$ cat src/rtl/program_loader_pkg.sv
// Shared constants and state encodings for the UART program loader.
package program_loader_pkg;

    localparam logic [7:0] HDR_BYTE  = 8'hA5;
    localparam logic [7:0] COUNT_MAX = 8'h7F;

    typedef enum logic [2:0] {
        ST_IDLE  = 3'd0,
        ST_COUNT = 3'd1,
        ST_DATA  = 3'd2,
        ST_CHECK = 3'd3,
        ST_DONE  = 3'd4,
        ST_ERROR = 3'd5
    } ld_state_e;

    typedef enum logic [1:0] {
        RX_IDLE  = 2'd0,
        RX_START = 2'd1,
        RX_DATA  = 2'd2,
        RX_STOP  = 2'd3
    } rx_state_e;

    function automatic logic [7:0] sum8(input logic [7:0] acc, input logic [7:0] b);
        return acc + b;
    endfunction

endpackage

$ cat src/rtl/program_loader_uart_rx.sv
// 8N1 UART receiver: synchroniser, start-bit glitch filter, mid-bit sampler.
module program_loader_uart_rx
    import program_loader_pkg::*;
#(
    parameter int CLKS_PER_BIT = 434
) (
    input  logic       clock,
    input  logic       reset,
    input  logic       rx_i,
    output logic       byte_valid_o,
    output logic [7:0] byte_data_o,
    output logic       frame_err_o
);

    localparam int            CW        = $clog2(CLKS_PER_BIT);
    localparam logic [CW-1:0] BIT_LAST  = CW'(CLKS_PER_BIT - 1);
    localparam logic [CW-1:0] HALF_LAST = CW'(CLKS_PER_BIT / 2 - 1);

    logic [2:0]    sync_q;
    rx_state_e     state_q, state_d;
    logic [CW-1:0] cnt_q, cnt_d;
    logic [2:0]    bit_q, bit_d;
    logic [7:0]    shift_q, shift_d;
    logic          valid_q, valid_d;
    logic          ferr_q, ferr_d;
    logic          rx_s;
    logic          fall_s;

    // sync_q[2] is the previous synchronised sample, so a start needs a real falling edge
    assign rx_s   = sync_q[1];
    assign fall_s = !sync_q[1] && sync_q[2];

    // State register.
    always_ff @(posedge clock or negedge reset) begin
        if (!reset) begin
            state_q <= RX_IDLE;
        end else begin
            state_q <= state_d;
        end
    end

    // Next-state logic.
    always_comb begin
        state_d = state_q;
        case (state_q)
            RX_IDLE: begin
                if (fall_s) state_d = RX_START;
                else        state_d = RX_IDLE;
            end
            RX_START: begin
                if (cnt_q == HALF_LAST) state_d = rx_s ? RX_IDLE : RX_DATA;
                else                    state_d = RX_START;
            end
            RX_DATA: begin
                if (cnt_q == BIT_LAST && bit_q == 3'd7) state_d = RX_STOP;
                else                                    state_d = RX_DATA;
            end
            RX_STOP: begin
                if (cnt_q == BIT_LAST) state_d = RX_IDLE;
                else                   state_d = RX_STOP;
            end
            default: state_d = RX_IDLE;
        endcase
    end

    // Counter, shifter and result next-values.
    always_comb begin
        cnt_d   = cnt_q + CW'(1);
        bit_d   = bit_q;
        shift_d = shift_q;
        valid_d = 1'b0;
        ferr_d  = ferr_q;
        case (state_q)
            RX_IDLE: begin
                cnt_d = '0;
                bit_d = 3'd0;
            end
            RX_START: begin
                if (cnt_q == HALF_LAST) cnt_d = '0;
                else                    cnt_d = cnt_q + CW'(1);
            end
            RX_DATA: begin
                if (cnt_q == BIT_LAST) begin
                    cnt_d   = '0;
                    shift_d = {rx_s, shift_q[7:1]};
                    bit_d   = bit_q + 3'd1;
                end else begin
                    cnt_d = cnt_q + CW'(1);
                end
            end
            RX_STOP: begin
                if (cnt_q == BIT_LAST) begin
                    cnt_d   = '0;
                    valid_d = 1'b1;
                    ferr_d  = !rx_s;
                end else begin
                    cnt_d = cnt_q + CW'(1);
                end
            end
            default: cnt_d = '0;
        endcase
    end

    // Datapath registers.
    always_ff @(posedge clock or negedge reset) begin
        if (!reset) begin
            sync_q  <= 3'b111;
            cnt_q   <= '0;
            bit_q   <= 3'd0;
            shift_q <= 8'h00;
            valid_q <= 1'b0;
            ferr_q  <= 1'b0;
        end else begin
            sync_q  <= {sync_q[1:0], rx_i};
            cnt_q   <= cnt_d;
            bit_q   <= bit_d;
            shift_q <= shift_d;
            valid_q <= valid_d;
            ferr_q  <= ferr_d;
        end
    end

    assign byte_valid_o = valid_q;
    assign byte_data_o  = shift_q;
    assign frame_err_o  = ferr_q;

endmodule

$ cat src/rtl/program_loader.sv
// Receives a framed program image over UART, writes it into instruction memory
// and holds the core in reset until the checksum is confirmed.
module program_loader
    import program_loader_pkg::*;
#(
    parameter int CLKS_PER_BIT = 434,
    parameter int TIMEOUT_CLKS = 5_000_000,
    parameter int ADDR_WIDTH   = 7
) (
    input  logic                  clock,
    input  logic                  reset,
    input  logic                  uart_rx,
    output logic [ADDR_WIDTH-1:0] mem_address,
    output logic [31:0]           mem_data,
    output logic                  mem_wren,
    output logic                  core_reset,
    output logic                  load_done,
    output logic                  load_error
);

    localparam int            TW       = $clog2(TIMEOUT_CLKS + 1);
    localparam logic [TW-1:0] TMO_LAST = TW'(TIMEOUT_CLKS - 1);

    logic        bv_s, fe_s, good_s, active_s, tmo_hit_s, bad_s, err_entry_s;
    logic [7:0]  bd_s;

    ld_state_e             state_q, state_d;
    logic [ADDR_WIDTH-1:0] addr_q, addr_d;
    logic [31:0]           data_q, data_d;
    logic                  wren_q, wren_d;
    logic                  crst_q, crst_d;
    logic                  done_q, done_d;
    logic                  err_q, err_d;
    logic [7:0]            sum_q, sum_d;
    logic [1:0]            idx_q, idx_d;
    logic [6:0]            words_q, words_d;
    logic [TW-1:0]         tmo_q, tmo_d;

    program_loader_uart_rx #(
        .CLKS_PER_BIT (CLKS_PER_BIT)
    ) u_rx (
        .clock        (clock),
        .reset        (reset),
        .rx_i         (uart_rx),
        .byte_valid_o (bv_s),
        .byte_data_o  (bd_s),
        .frame_err_o  (fe_s)
    );

    assign good_s      = bv_s && !fe_s;
    assign active_s    = (state_q == ST_COUNT) || (state_q == ST_DATA) || (state_q == ST_CHECK);
    assign tmo_hit_s   = active_s && !bv_s && (tmo_q == TMO_LAST);
    assign bad_s       = (bv_s && fe_s) || tmo_hit_s;
    assign err_entry_s = (state_d == ST_ERROR) && (state_q != ST_ERROR);

    // State register.
    always_ff @(posedge clock or negedge reset) begin
        if (!reset) begin
            state_q <= ST_IDLE;
        end else begin
            state_q <= state_d;
        end
    end

    // Next-state logic.
    always_comb begin
        state_d = state_q;
        case (state_q)
            ST_IDLE, ST_DONE, ST_ERROR: begin
                if (good_s && bd_s == HDR_BYTE) state_d = ST_COUNT;
                else                            state_d = state_q;
            end
            ST_COUNT: begin
                if (bad_s)       state_d = ST_ERROR;
                else if (good_s) state_d = (bd_s > COUNT_MAX) ? ST_ERROR : ST_DATA;
                else             state_d = ST_COUNT;
            end
            ST_DATA: begin
                // leave only once the last word's strobe has actually been issued
                if (bad_s)                          state_d = ST_ERROR;
                else if (wren_q && words_q == 7'd0) state_d = ST_CHECK;
                else                                state_d = ST_DATA;
            end
            ST_CHECK: begin
                if (bad_s)       state_d = ST_ERROR;
                else if (good_s) state_d = (bd_s == sum_q) ? ST_DONE : ST_ERROR;
                else             state_d = ST_CHECK;
            end
            default: state_d = ST_IDLE;
        endcase
    end

    // Output and datapath next-values.
    always_comb begin
        addr_d  = addr_q;
        data_d  = data_q;
        wren_d  = 1'b0;
        crst_d  = crst_q;
        done_d  = done_q;
        err_d   = err_q | err_entry_s;
        sum_d   = sum_q;
        idx_d   = idx_q;
        words_d = words_q;
        if (bv_s)                                tmo_d = '0;
        else if (active_s && tmo_q != TMO_LAST)  tmo_d = tmo_q + TW'(1);
        else                                     tmo_d = tmo_q;
        case (state_q)
            ST_IDLE, ST_DONE, ST_ERROR: begin
                if (state_d == ST_COUNT) begin
                    crst_d = 1'b1;
                    done_d = 1'b0;
                    err_d  = 1'b0;
                    addr_d = '0;
                    sum_d  = 8'h00;
                    idx_d  = 2'd0;
                end else begin
                    crst_d = crst_q;
                end
            end
            ST_COUNT: begin
                if (state_d == ST_DATA) words_d = bd_s[6:0];
                else                    words_d = words_q;
            end
            ST_DATA: begin
                if (good_s) begin
                    data_d[{idx_q, 3'b000} +: 8] = bd_s;
                    sum_d  = sum8(sum_q, bd_s);
                    idx_d  = idx_q + 2'd1;
                    wren_d = (idx_q == 2'd3);
                end else if (wren_q && words_q != 7'd0) begin
                    // the last word keeps its address, so a 128-word frame ends at 127
                    addr_d  = addr_q + ADDR_WIDTH'(1);
                    words_d = words_q - 7'd1;
                end else begin
                    wren_d = 1'b0;
                end
            end
            ST_CHECK: begin
                if (state_d == ST_DONE) begin
                    crst_d = 1'b0;
                    done_d = 1'b1;
                end else begin
                    done_d = done_q;
                end
            end
            default: wren_d = 1'b0;
        endcase
    end

    // Datapath and output registers.
    always_ff @(posedge clock or negedge reset) begin
        if (!reset) begin
            addr_q  <= '0;
            data_q  <= 32'h0000_0000;
            wren_q  <= 1'b0;
            crst_q  <= 1'b0;
            done_q  <= 1'b0;
            err_q   <= 1'b0;
            sum_q   <= 8'h00;
            idx_q   <= 2'd0;
            words_q <= 7'd0;
            tmo_q   <= '0;
        end else begin
            addr_q  <= addr_d;
            data_q  <= data_d;
            wren_q  <= wren_d;
            crst_q  <= crst_d;
            done_q  <= done_d;
            err_q   <= err_d;
            sum_q   <= sum_d;
            idx_q   <= idx_d;
            words_q <= words_d;
            tmo_q   <= tmo_d;
        end
    end

    assign mem_address = addr_q;
    assign mem_data    = data_q;
    assign mem_wren    = wren_q;
    assign core_reset  = crst_q;
    assign load_done   = done_q;
    assign load_error  = err_q;

endmodule

$ cat config.mk
export PLATFORM = sky130hd
export DESIGN_NAME = program_loader
export DESIGN_NICKNAME = d
export VERILOG_FILES = /design/src/rtl/program_loader_pkg.sv /design/src/rtl/program_loader_uart_rx.sv /design/src/rtl/program_loader.sv
export SDC_FILE = /design/constraint.sdc
export NUM_CORES = 1
export LEC_CHECK = 0
export CORE_MARGIN = 3
export CORE_UTILIZATION = 35
export CTS_CLUSTER_DIAMETER = 100
export DETAILED_ROUTE_END_ITERATION = 7
export DONT_BUFFER_PORTS = 1
export PLACE_DENSITY_LB_ADDON = 0.08
export SYNTH_ARGS = -nofsm -noshare
export SYNTH_HDL_FRONTEND = slang
export SYNTH_SLANG_ARGS = --single-unit
$ cat constraint.sdc
create_clock -name clock -period 3.4 [get_ports clock]
set_input_delay 1.02 -clock clock [delete_from_list [all_inputs] [get_ports clock]]
set_output_delay 1.02 -clock clock [all_outputs]
set_load 0.05 [all_outputs]
Word-level counts from Yosys, hierarchy flattened
Index checks and enable logic that the tools add are counted.

word-level totals
  register bits after elaboration = 113
  latch bits = 0
  bits in writable memories = 0
  memory bits (read-only) = 0
  bits of input ports = 3
  output and inout port bits = 43
  logic and storage cells = 144
  memories = 0

cells by class
  $add $sub $neg = 8
  $mul = 0
  div/mod/pow operators = 0
  order comparisons = 1
  eq/ne operators = 28
  shifts and indexed selects = 2
  mux-type cells = 50
  bitwise operators = 1
  reductions and logical operators = 36

operators by type and width
  kind                                                                    number
  23-bit two-way mux                                                      2
  7-bit two-way mux                                                       6
  32-bit bitwise mux                                                      1
  8-bit by 7-bit variable shift with 32-bit output, first input constant  1
  8-bit by 7-bit indexed part select with 32-bit output                   1
  7-bit case mux with 2 select lines                                      2
  9-bit case mux with 3 select lines                                      1
  3-bit two-way mux                                                       8
  23-bit by 1-bit adder with 23-bit output, second input constant         1
  23-bit == test, second input constant                                   1
  23-bit != test, second input constant                                   1
  9-bit two-way mux                                                       2
  8-bit two-way mux                                                       2
  8-bit case mux with 2 select lines                                      1
  3-bit == test, second input constant                                    5
  1-bit two-way mux                                                       14
  3-bit case mux with 4 select lines                                      1
  1-bit logical AND                                                       11
  2-bit two-way mux                                                       5
  2-bit nonzero test                                                      5
  9-bit by 1-bit adder with 9-bit output, second input constant           1
  3-bit by 2-bit == test with 1-bit output, second input constant         3
  9-bit by 8-bit == test with 1-bit output, second input constant         1
  9-bit == test, second input constant                                    1
  other kinds (31)                                                        49

Longest topological paths before layout
Gate-level depths: netlist of run 1.

  word-level depth = 13
  depth in mapped cells = 10
  gate-level depth less buffers = 8

Modules after synthesis
From an unflattened synthesis of run 1, not the netlist that was laid out.

second synthesis, totals
  cells, all modules = 585
  area, all modules = 5751.8 sq um

modules (own cells, without submodules)
  module                  times used  cells each  area an instance (sq um)  seq. area each (sq um)
  program_loader          1           479         4464.3                    2152.1
  program_loader_uart_rx  1           106         1287.5                    679.4

Least setup slack after synthesis of run 1
OpenSTA, ideal clock, no wires.

  kind = register to register
  start point = register u_rx.shift_q[5] (netlist: u_rx.byte_data_o[5])
  end point = register sum_q[2]
  library setup time = 83 ps
  arrival time = 2090 ps
  required time = 3317 ps
  setup slack = 1227 ps
  cell stages (with the launch flop) = 10
  buffers on the path = 2
  period minus slack after synthesis = 2173 ps
  cells stage by stage = dfrtp_1 -> ha_1 -> nor4_1 -> a31oi_1 -> o211ai_2 -> o221ai_4 -> and3_1 -> buf_6 -> buf_12 -> o22ai_2

on the way
  longest elaborated chain between the ends = 8
  elaborated cells on any way between the ends = 15
  those cells by class = 1 x order compare; 4 x eq/ne; 8 x mux; 2 x reduce/logical

RTL lines
  item                                                                            RTL line                                    RTL
  start: declaration                                                              program_loader_uart_rx.sv:23                logic [7:0] shift_q, shift_d;
  start signal: assignment                                                        program_loader_uart_rx.sv:117               shift_q <= shift_d;
  8-bit by 7-bit > comparator with 1-bit output or 8-bit == test (tied branches)  program_loader.sv:75, program_loader.sv:86
  3-bit two-way mux or 1-bit two-way mux (tied branches)                          program_loader.sv:75, program_loader.sv:86
  3-bit two-way mux, on equally long branches                                     program_loader.sv:75, program_loader.sv:86
  3-bit two-way mux, on equally long branches                                     program_loader.sv:74, program_loader.sv:85
  3-bit case mux with 4 select lines *                                            program_loader.sv:68                        case (state_q)
  via state_d[0]                                                                  program_loader.sv:27                        ld_state_e state_q, state_d;
  3-bit by 1-bit == test with 1-bit output *                                      program_loader.sv:109                       if (state_d == ST_COUNT) begin
  2-bit != test (no source line) *                                                --
  3-bit AND reduction (no source line) *                                          --
  end signal: assignment                                                          program_loader.sv:170                       sum_q <= sum_d;
  end: declaration                                                                program_loader.sv:34                        logic [7:0] sum_q, sum_d;

Mark *: on every way through the listed nets, which the timed path passes. The rest lies on a longest branch.
A chain may end at the register's enable or synchronous reset.

Worst setup path in the final report of run 1
  start point = register u_rx.shift_q[5] (netlist: u_rx.byte_data_o[5])
  end point = register idx_q[1]

on the way
  longest elaborated chain between the ends = 8
  elaborated cells on any way between the ends = 15
  those cells by class = 1 x order compare; 4 x eq/ne; 8 x mux; 2 x reduce/logical

RTL lines
  item                                                                            RTL line                                    RTL
  8-bit by 7-bit > comparator with 1-bit output or 8-bit == test (tied branches)  program_loader.sv:75, program_loader.sv:86
  3-bit two-way mux or 1-bit two-way mux (tied branches)                          program_loader.sv:75, program_loader.sv:86
  3-bit two-way mux, on equally long branches                                     program_loader.sv:75, program_loader.sv:86
  3-bit two-way mux, on equally long branches                                     program_loader.sv:74, program_loader.sv:85
  3-bit case mux with 4 select lines *                                            program_loader.sv:68
  via state_d[0]                                                                  program_loader.sv:27
  3-bit by 1-bit == test with 1-bit output *                                      program_loader.sv:109
  2-bit != test (no source line) *                                                --
  3-bit AND reduction (no source line) *                                          --
  end signal: assignment                                                          program_loader.sv:171                       idx_q <= idx_d;
  end: declaration                                                                program_loader.sv:35                        logic [1:0] idx_q, idx_d;

Marked as above.

==> flow_metrics.env, run 1 <==
export IMPL_boundaryPins=46
export IMPL_rrSetupSlack_ps=590
export IMPL_rsz0062_at_grt="false"
export IMPL_combPwrFrac_pct=2.8
export IMPL_initial_core_util_pct=36.5
export IMPL_layout_setup_ws_ps=587
export IMPL_drive_above_1_share_pct=10.8
export IMPL_fin_area_sq_mm=0.00666
export IMPL_ff2ff_path_depth=7
export IMPL_ys_seq_elements=113
export IMPL_crit_path_start_kind="flip-flop"
export IMPL_synth_nets=648
export IMPL_wirelength_um=13700
export IMPL_cp_max_fo=17
export IMPL_dr_pass1_iters=4
export IMPL_post_cts_buffers=0
export IMPL_slowest_delay_ps=520
export IMPL_grt_pass1_wl_um=22800
export IMPL_grt_start_max_net_pins=114
export IMPL_layout_nets=651
export IMPL_critical_path_top_delay_family="simple AND/OR/NAND/NOR gates"
export IMPL_antenna_found_initial=0
export IMPL_synth_largest_area_cell="dfrtp_1"
export IMPL_internal_power_w=0.00248
export IMPL_crit_chain="ha_1 -> nor4_1 -> a31oi_1 -> o211ai_2 -> o221ai_4 -> and3_1 -> o31ai_1"
export IMPL_wire_per_inst_um=16.0
export IMPL_path_class="flip-flop to flip-flop"
export IMPL_cp_data_arrival_time_ps=3120
export IMPL_syn2layout_area_growth_pct=12.8
export IMPL_period_needed_ps=2810
export IMPL_ys_top_cells_by_area="dfrtp_1 47%, nand2_1 7.2%, ha_1 4.7%"
export IMPL_net_switching_power_w=0.000682
export IMPL_ys_types=67
export IMPL_worstSetupPathDepth=7
export IMPL_clockBufferDepth=2
export IMPL_route_detailed_drc=0
export IMPL_cap_violations=0
export IMPL_post_place_ws_ps=576
export IMPL_leakage_nw=2.90
export IMPL_critPathSlowestCell="dfrtp_1"
export IMPL_avgSynthCellArea_sq_um=9.50
export IMPL_post_dp_cell_area_sq_mm=0.00611
export IMPL_row_count=46
export IMPL_min_period_over_period_pct=82.7
export IMPL_cts_hold_buf=0
export IMPL_seqPwrFrac_pct=45.1
export IMPL_yosys_area_top_type_share_pct=46.6
export IMPL_maxSlewViolCount=0
export IMPL_status="finished, final reports clean"
export IMPL_numCtsBuffers=17
export IMPL_synth_async_reset_ratio_pct=100
export IMPL_track_usage_pct=15.6
export IMPL_fp_dieArea_sq_mm=0.0185
export IMPL_max_slew_worst_pin_slew_ps=878
export IMPL_end_kind="flip-flop"
export IMPL_die_h_um=136
export IMPL_hpwl_um=9040
export IMPL_setup_violations=0
export IMPL_grt_ovfl_total=0
export IMPL_drtIter0Drc=243
export IMPL_clk_latency_ps=410
export IMPL_tns_ps=0
export IMPL_hold_class="input pin to asynchronous set/reset pin"
export IMPL_tritoncts="yes"
export IMPL_clkSinkCount=113
export IMPL_cts_root_buffer="clkbuf_16"
export IMPL_required_ps=3710
export IMPL_worstReg2RegEnd="idx_q[1]"
export IMPL_post_cts_resized=0
export IMPL_ys_seq_area_share_pct=47.9
export IMPL_die_width_um=136
export IMPL_clkPwrFrac_pct=52.1
export IMPL_synth_edf_count=0
export IMPL_portBuffers=0
export IMPL_synth_warnings=0
export IMPL_clock_skew_ps=10.1
export IMPL_power_total_w=0.00316
export IMPL_power_density_mw_per_mm2=475
export IMPL_h_tree_depth=4
export IMPL_gp_congestion=0.833
export IMPL_slew_headroom_pct=41.3
export IMPL_max_clock_freq_ghz=0.355
export IMPL_switching_share_pct=21.6
export IMPL_grt_pass1_vias=4271
export IMPL_timing_rr_start="u_rx.byte_data_o[5]"
export IMPL_vdd_drop_max_mv=0.353
export IMPL_avgViaCountPerCell=5.20
export IMPL_syn_inst=622
export IMPL_syn_area_sq_mm=0.00591
export IMPL_path_clk_slew_ps=60
export IMPL_antenna_cells=0
export IMPL_fp_coreArea_sq_mm=0.0162
export IMPL_crit_buf_inv=0
export IMPL_hold_viol=0
export IMPL_antenna_left=0
export IMPL_ys_flop_type="dfrtp_1"
export IMPL_vias=4441
-- area by class of cell --
type	count	area, sq um
Multi-Input combinational cell	465	2870
Inverter	17	63.8
Fill cell	1591	9510
Timing Repair Buffer	11	82.6
Tap cell	216	270
Clock inverter	6	57.6
Sequential cell	113	2830
Clock buffer	26	489
-- stage by stage --
step                cells  util (%)  hold slack (ps)
finish                854      41.2              306
global route          854      41.2              282
CTS                   854      41.2              288
detailed placement    822      37.8              355
global placement      822      37.8              359
floorplan             622         -              345
-- per-layer routing --
| metal | share of wire (%) | up-vias | track usage [%] | wire length, um |
|---|---|---|---|---|
| met5 | 0 | - | 0 | 0 |
| met4 | 1.3 | 0 | 5.10 | 182 |
| met3 | 6.3 | 13 | 5.00 | 864 |
| met2 | 44 | 85 | 23.0 | 6000 |
| met1 | 49 | 2151 | 21.9 | 6660 |
| li1 | - | 2192 | - | - |
-- worst register-to-register path: cells and delay by family (launching register included) --
kind,cells,cell delay [ps]
adders and majority gates,1,420
and+or+nand+nor,2,900
AOI/OAI and AO/OA,4,880
DFF,1,520
-- cell usage in the layout, fill, tap and decap left out, drive strengths merged, types with 2 or more instances in the layout --
cell	count
o211ai	11
nor2	57
and2	3
or3	7
o21bai	3
nor4b	7
ha	22
a22o	5
dfstp	3
nand2b	2
nor3	17
o2111ai	5
mux2	9
a31oi	4
clkbuf	26
nand3b	2
and3	7
a21o	4
clkinv	4
xnor2	14
o21ai	55
o22a	2
a21oi	22
o22ai	10
nor3b	6
inv	17
nand2	114
and4	3
nand4	9
mux2i	2
a21boi	3
and4b	2
dfrtp	110
nor2b	4
nand3	15
buf	11
nor4	6
xor2	19
a211oi	2
-- synthesized netlist by cell type (all sizes together) (7+ instances only) --
library cell,instances
nand2,114
nor4b,7
buf,14
and3,7
or3,7
xor2,19
a21oi,22
o211ai,11
nor2,57
o21ai,55
nand3,15
dfrtp,110
nor3,17
xnor2,14
clkbuf,13
nand4,9
o22ai,10
inv,17
mux2,9
ha,22
-- sequential cells by signal (all words and copies together), names as in the netlist --
name               flops
core_reset             1
u_rx.state_q           2
u_rx.frame_err_o       1
u_rx.sync_q            3
mem_data              32
state_q                3
tmo_q                 23
u_rx.cnt_q             9
words_q                7
load_error             1
u_rx.bit_q             3
u_rx.byte_data_o       8
u_rx.byte_valid_o      1
idx_q                  2
load_done              1
mem_address            7
mem_wren               1
sum_q                  8
-- cells by family after synthesis --
group | Yosys count | synth area share, %
compound gates | 134 | 15.1
xor+xnor | 33 | 4.89
fa+ha+maj | 23 | 5.00
buf+inv | 44 | 3.56
flops | 113 | 47.9
mux | 11 | 2.05
simple gates | 264 | 21.5
-- power by group through the flow --
stage	clock network (W)	registers (W)	logic (W)
2_1_floorplan	0	0.00143	0.0000879
5_1_grt	0.00176	0.00143	0.000101
6_report	0.00165	0.00143	0.0000881
3_5_place_dp	0	0.00145	0.0000881
3_3_place_gp	0	0.00145	0.0000883
4_1_cts	0.00169	0.00143	0.0000900
-- worst max path at each step --
stage,start,to,slack [ps]
final,u_rx.byte_data_o[5],idx_q[1],590
after detailed placement,u_rx.byte_data_o[1],sum_q[3],580
after global routing,u_rx.byte_data_o[5],idx_q[1],370
after floorplan,u_rx.byte_data_o[5],sum_q[2],1230
after CTS,u_rx.byte_data_o[5],idx_q[1],580
after global placement,u_rx.byte_data_o[5],idx_q[1],670
No activity file was read; power rests on OpenSTA's default activity.
==> inputs of run 2 (changes only) <==
- clock period: 3.4 -> 2.83 ns (I/O delays scaled with it)
==> run 2 against run 1 <==
  * Via count up 1.5%
  * Global-route usage up 0.70 points
  * Cell area up 2.1%
  * Flip-flop and latch count unchanged
  * Register-to-register slack worse by 120 ps
  * Routed wire length up 4.7%
  * Final cell count up 1.4%
  * Clock power up 30%
  * Power up 26%
  * Clock skew up 18 ps
  * Non-clock buffer count up 12
  * Hold slack worse by 190 ps
  * Critical endpoint unchanged
  * Largest power group unchanged
==> flow_metrics.env, run 2 (synthesis results as in run 1) <==
export IMPL_status="finished, final reports clean"
export IMPL_net_switching_power_w=0.000891
export IMPL_clock_skew_ps=28.0
export IMPL_fp_dieArea_sq_mm=0.0185
export IMPL_max_slew_worst_pin_slew_ps=711
export IMPL_drtIter0Drc=240
export IMPL_path_class="flip-flop to flip-flop"
export IMPL_min_period_over_period_pct=83.4
export IMPL_fillers=1646
export IMPL_period_needed_ps=2360
export IMPL_drive_above_1_share_pct=13.2
export IMPL_hold_viol=0
export IMPL_power_total_w=0.00398
export IMPL_leakage_nw=2.98
export IMPL_boundaryPins=46
export IMPL_required_ps=3150
export IMPL_grt_pass1_vias=4454
export IMPL_hpwl_um=9540
export IMPL_route_detailed_drc=0
export IMPL_max_clock_freq_ghz=0.424
export IMPL_fp_coreArea_sq_mm=0.0162
export IMPL_ff2ff_path_depth=8
export IMPL_wirelength_um=14300
export IMPL_path_clk_slew_ps=60
export IMPL_vias=4507
export IMPL_combPwrFrac_pct=2.7
export IMPL_post_cts_resized=0
export IMPL_end_kind="flip-flop"
export IMPL_antenna_cells=0
export IMPL_maxSlewViolCount=0
export IMPL_tns_ps=0
export IMPL_rrSetupSlack_ps=470
export IMPL_initial_core_util_pct=36.5
export IMPL_dr_pass1_iters=4
export IMPL_track_usage_pct=16.3
export IMPL_numCtsBuffers=17
export IMPL_crit_start="u_rx.byte_data_o[5]"
export IMPL_final_cell_mix="114 x nand2_1, 110 x dfrtp_1, 56 x nor2_1"
export IMPL_clockBufferDepth=2
export IMPL_rsz0062_at_grt="false"
export IMPL_clk_latency_ps=430
export IMPL_die_width_um=136
export IMPL_gp_congestion=0.747
export IMPL_portBuffers=0
export IMPL_clkSinkCount=113
export IMPL_die_h_um=136
export IMPL_crit_path_start_kind="flip-flop"
export IMPL_clkPwrFrac_pct=54.1
export IMPL_timing_rr_start="u_rx.byte_data_o[5]"
export IMPL_vdd_drop_max_mv=0.374
export IMPL_cap_violations=0
export IMPL_largest_reg_flops=32
export IMPL_internal_power_w=0.00309
export IMPL_seqPwrFrac_pct=43.1
export IMPL_slew_headroom_pct=52.6
export IMPL_grt_ovfl_total=0
export IMPL_final_common_cell="nand2_1"
export IMPL_avgViaCountPerCell=5.20
export IMPL_fin_area_sq_mm=0.00680
export IMPL_grt_start_max_net_pins=114
export IMPL_setup_violations=0
export IMPL_post_dp_cell_area_sq_mm=0.00620
export IMPL_antenna_left=0
export IMPL_cp_max_fo=9
export IMPL_power_density_mw_per_mm2=585
export IMPL_post_cts_buffers=0
export IMPL_grt_pass1_wl_um=23600
export IMPL_cp_data_arrival_time_ps=2680
export IMPL_cts_hold_buf=0
export IMPL_tritoncts="yes"
export IMPL_antenna_found_initial=0
export IMPL_h_tree_depth=4
export IMPL_switching_share_pct=22.4
export IMPL_row_count=46
export IMPL_layout_nets=663
export IMPL_syn2layout_area_growth_pct=15.1
export IMPL_hold_class="input pin to asynchronous set/reset pin"
export IMPL_wire_per_inst_um=16.6
export IMPL_cts_root_buffer="clkbuf_16"
[run 2: layer usage]
metal | global-route usage, % | vias up | wire length [um]
met5 | 0 | - | 0
met4 | 5.77 | 0 | 68
met3 | 5.18 | 5 | 858
met2 | 25.4 | 86 | 6670
met1 | 21.5 | 2205 | 6760
li1 | - | 2211 | -
[run 2: final timing paths]
check / endpoint
setup / recovery: idx_q[1]
hold / removal: tmo_q[19]
setup reg to reg: idx_q[1]
hold reg to reg: u_rx.sync_q[1]
max in group asynchronous: u_rx.sync_q[1]
min in group clock: u_rx.sync_q[1]
[run 2: metrics by stage]
step                setup WS (ps)  util [%]  hold WS [ps]  std cells
CTS                           432      42.0           104        866
finish                        471      42.0           113        866
floorplan                     657         -           345        622
detailed placement            445      38.4           358        834
global route                  230      42.0           109        866
global placement              477      38.4           356        834
[run 2: final cells by class]
type	count	area [sq um]	share of cell area (%)
Tap cell	216	270	3.98
Clock buffer	18	429	6.31
Timing Repair Buffer	23	173	2.54
Sequential cell	113	2830	41.7
Clock inverter	14	165	2.43
Inverter	17	63.8	0.939
Multi-Input combinational cell	465	2870	42.1
[run 2: power groups by stage]
stage | clock network (W) | registers, W | logic, W
2_1_floorplan | 0 | 0.00171 | 0.000106
3_3_place_gp | 0 | 0.00174 | 0.000105
3_5_place_dp | 0 | 0.00174 | 0.000107
4_1_cts | 0.00222 | 0.00171 | 0.000109
5_1_grt | 0.00228 | 0.00172 | 0.000128
6_report | 0.00215 | 0.00172 | 0.000109
[run 2: critical path: stages (launching register included)]
cell and delay (ps):
dfrtp_1 380, ha_1 360, nor4_1 330, a31oi_1 160
o211ai_2 200, o221ai_4 180, and3_1 230, buf_4 190
o31ai_1 230
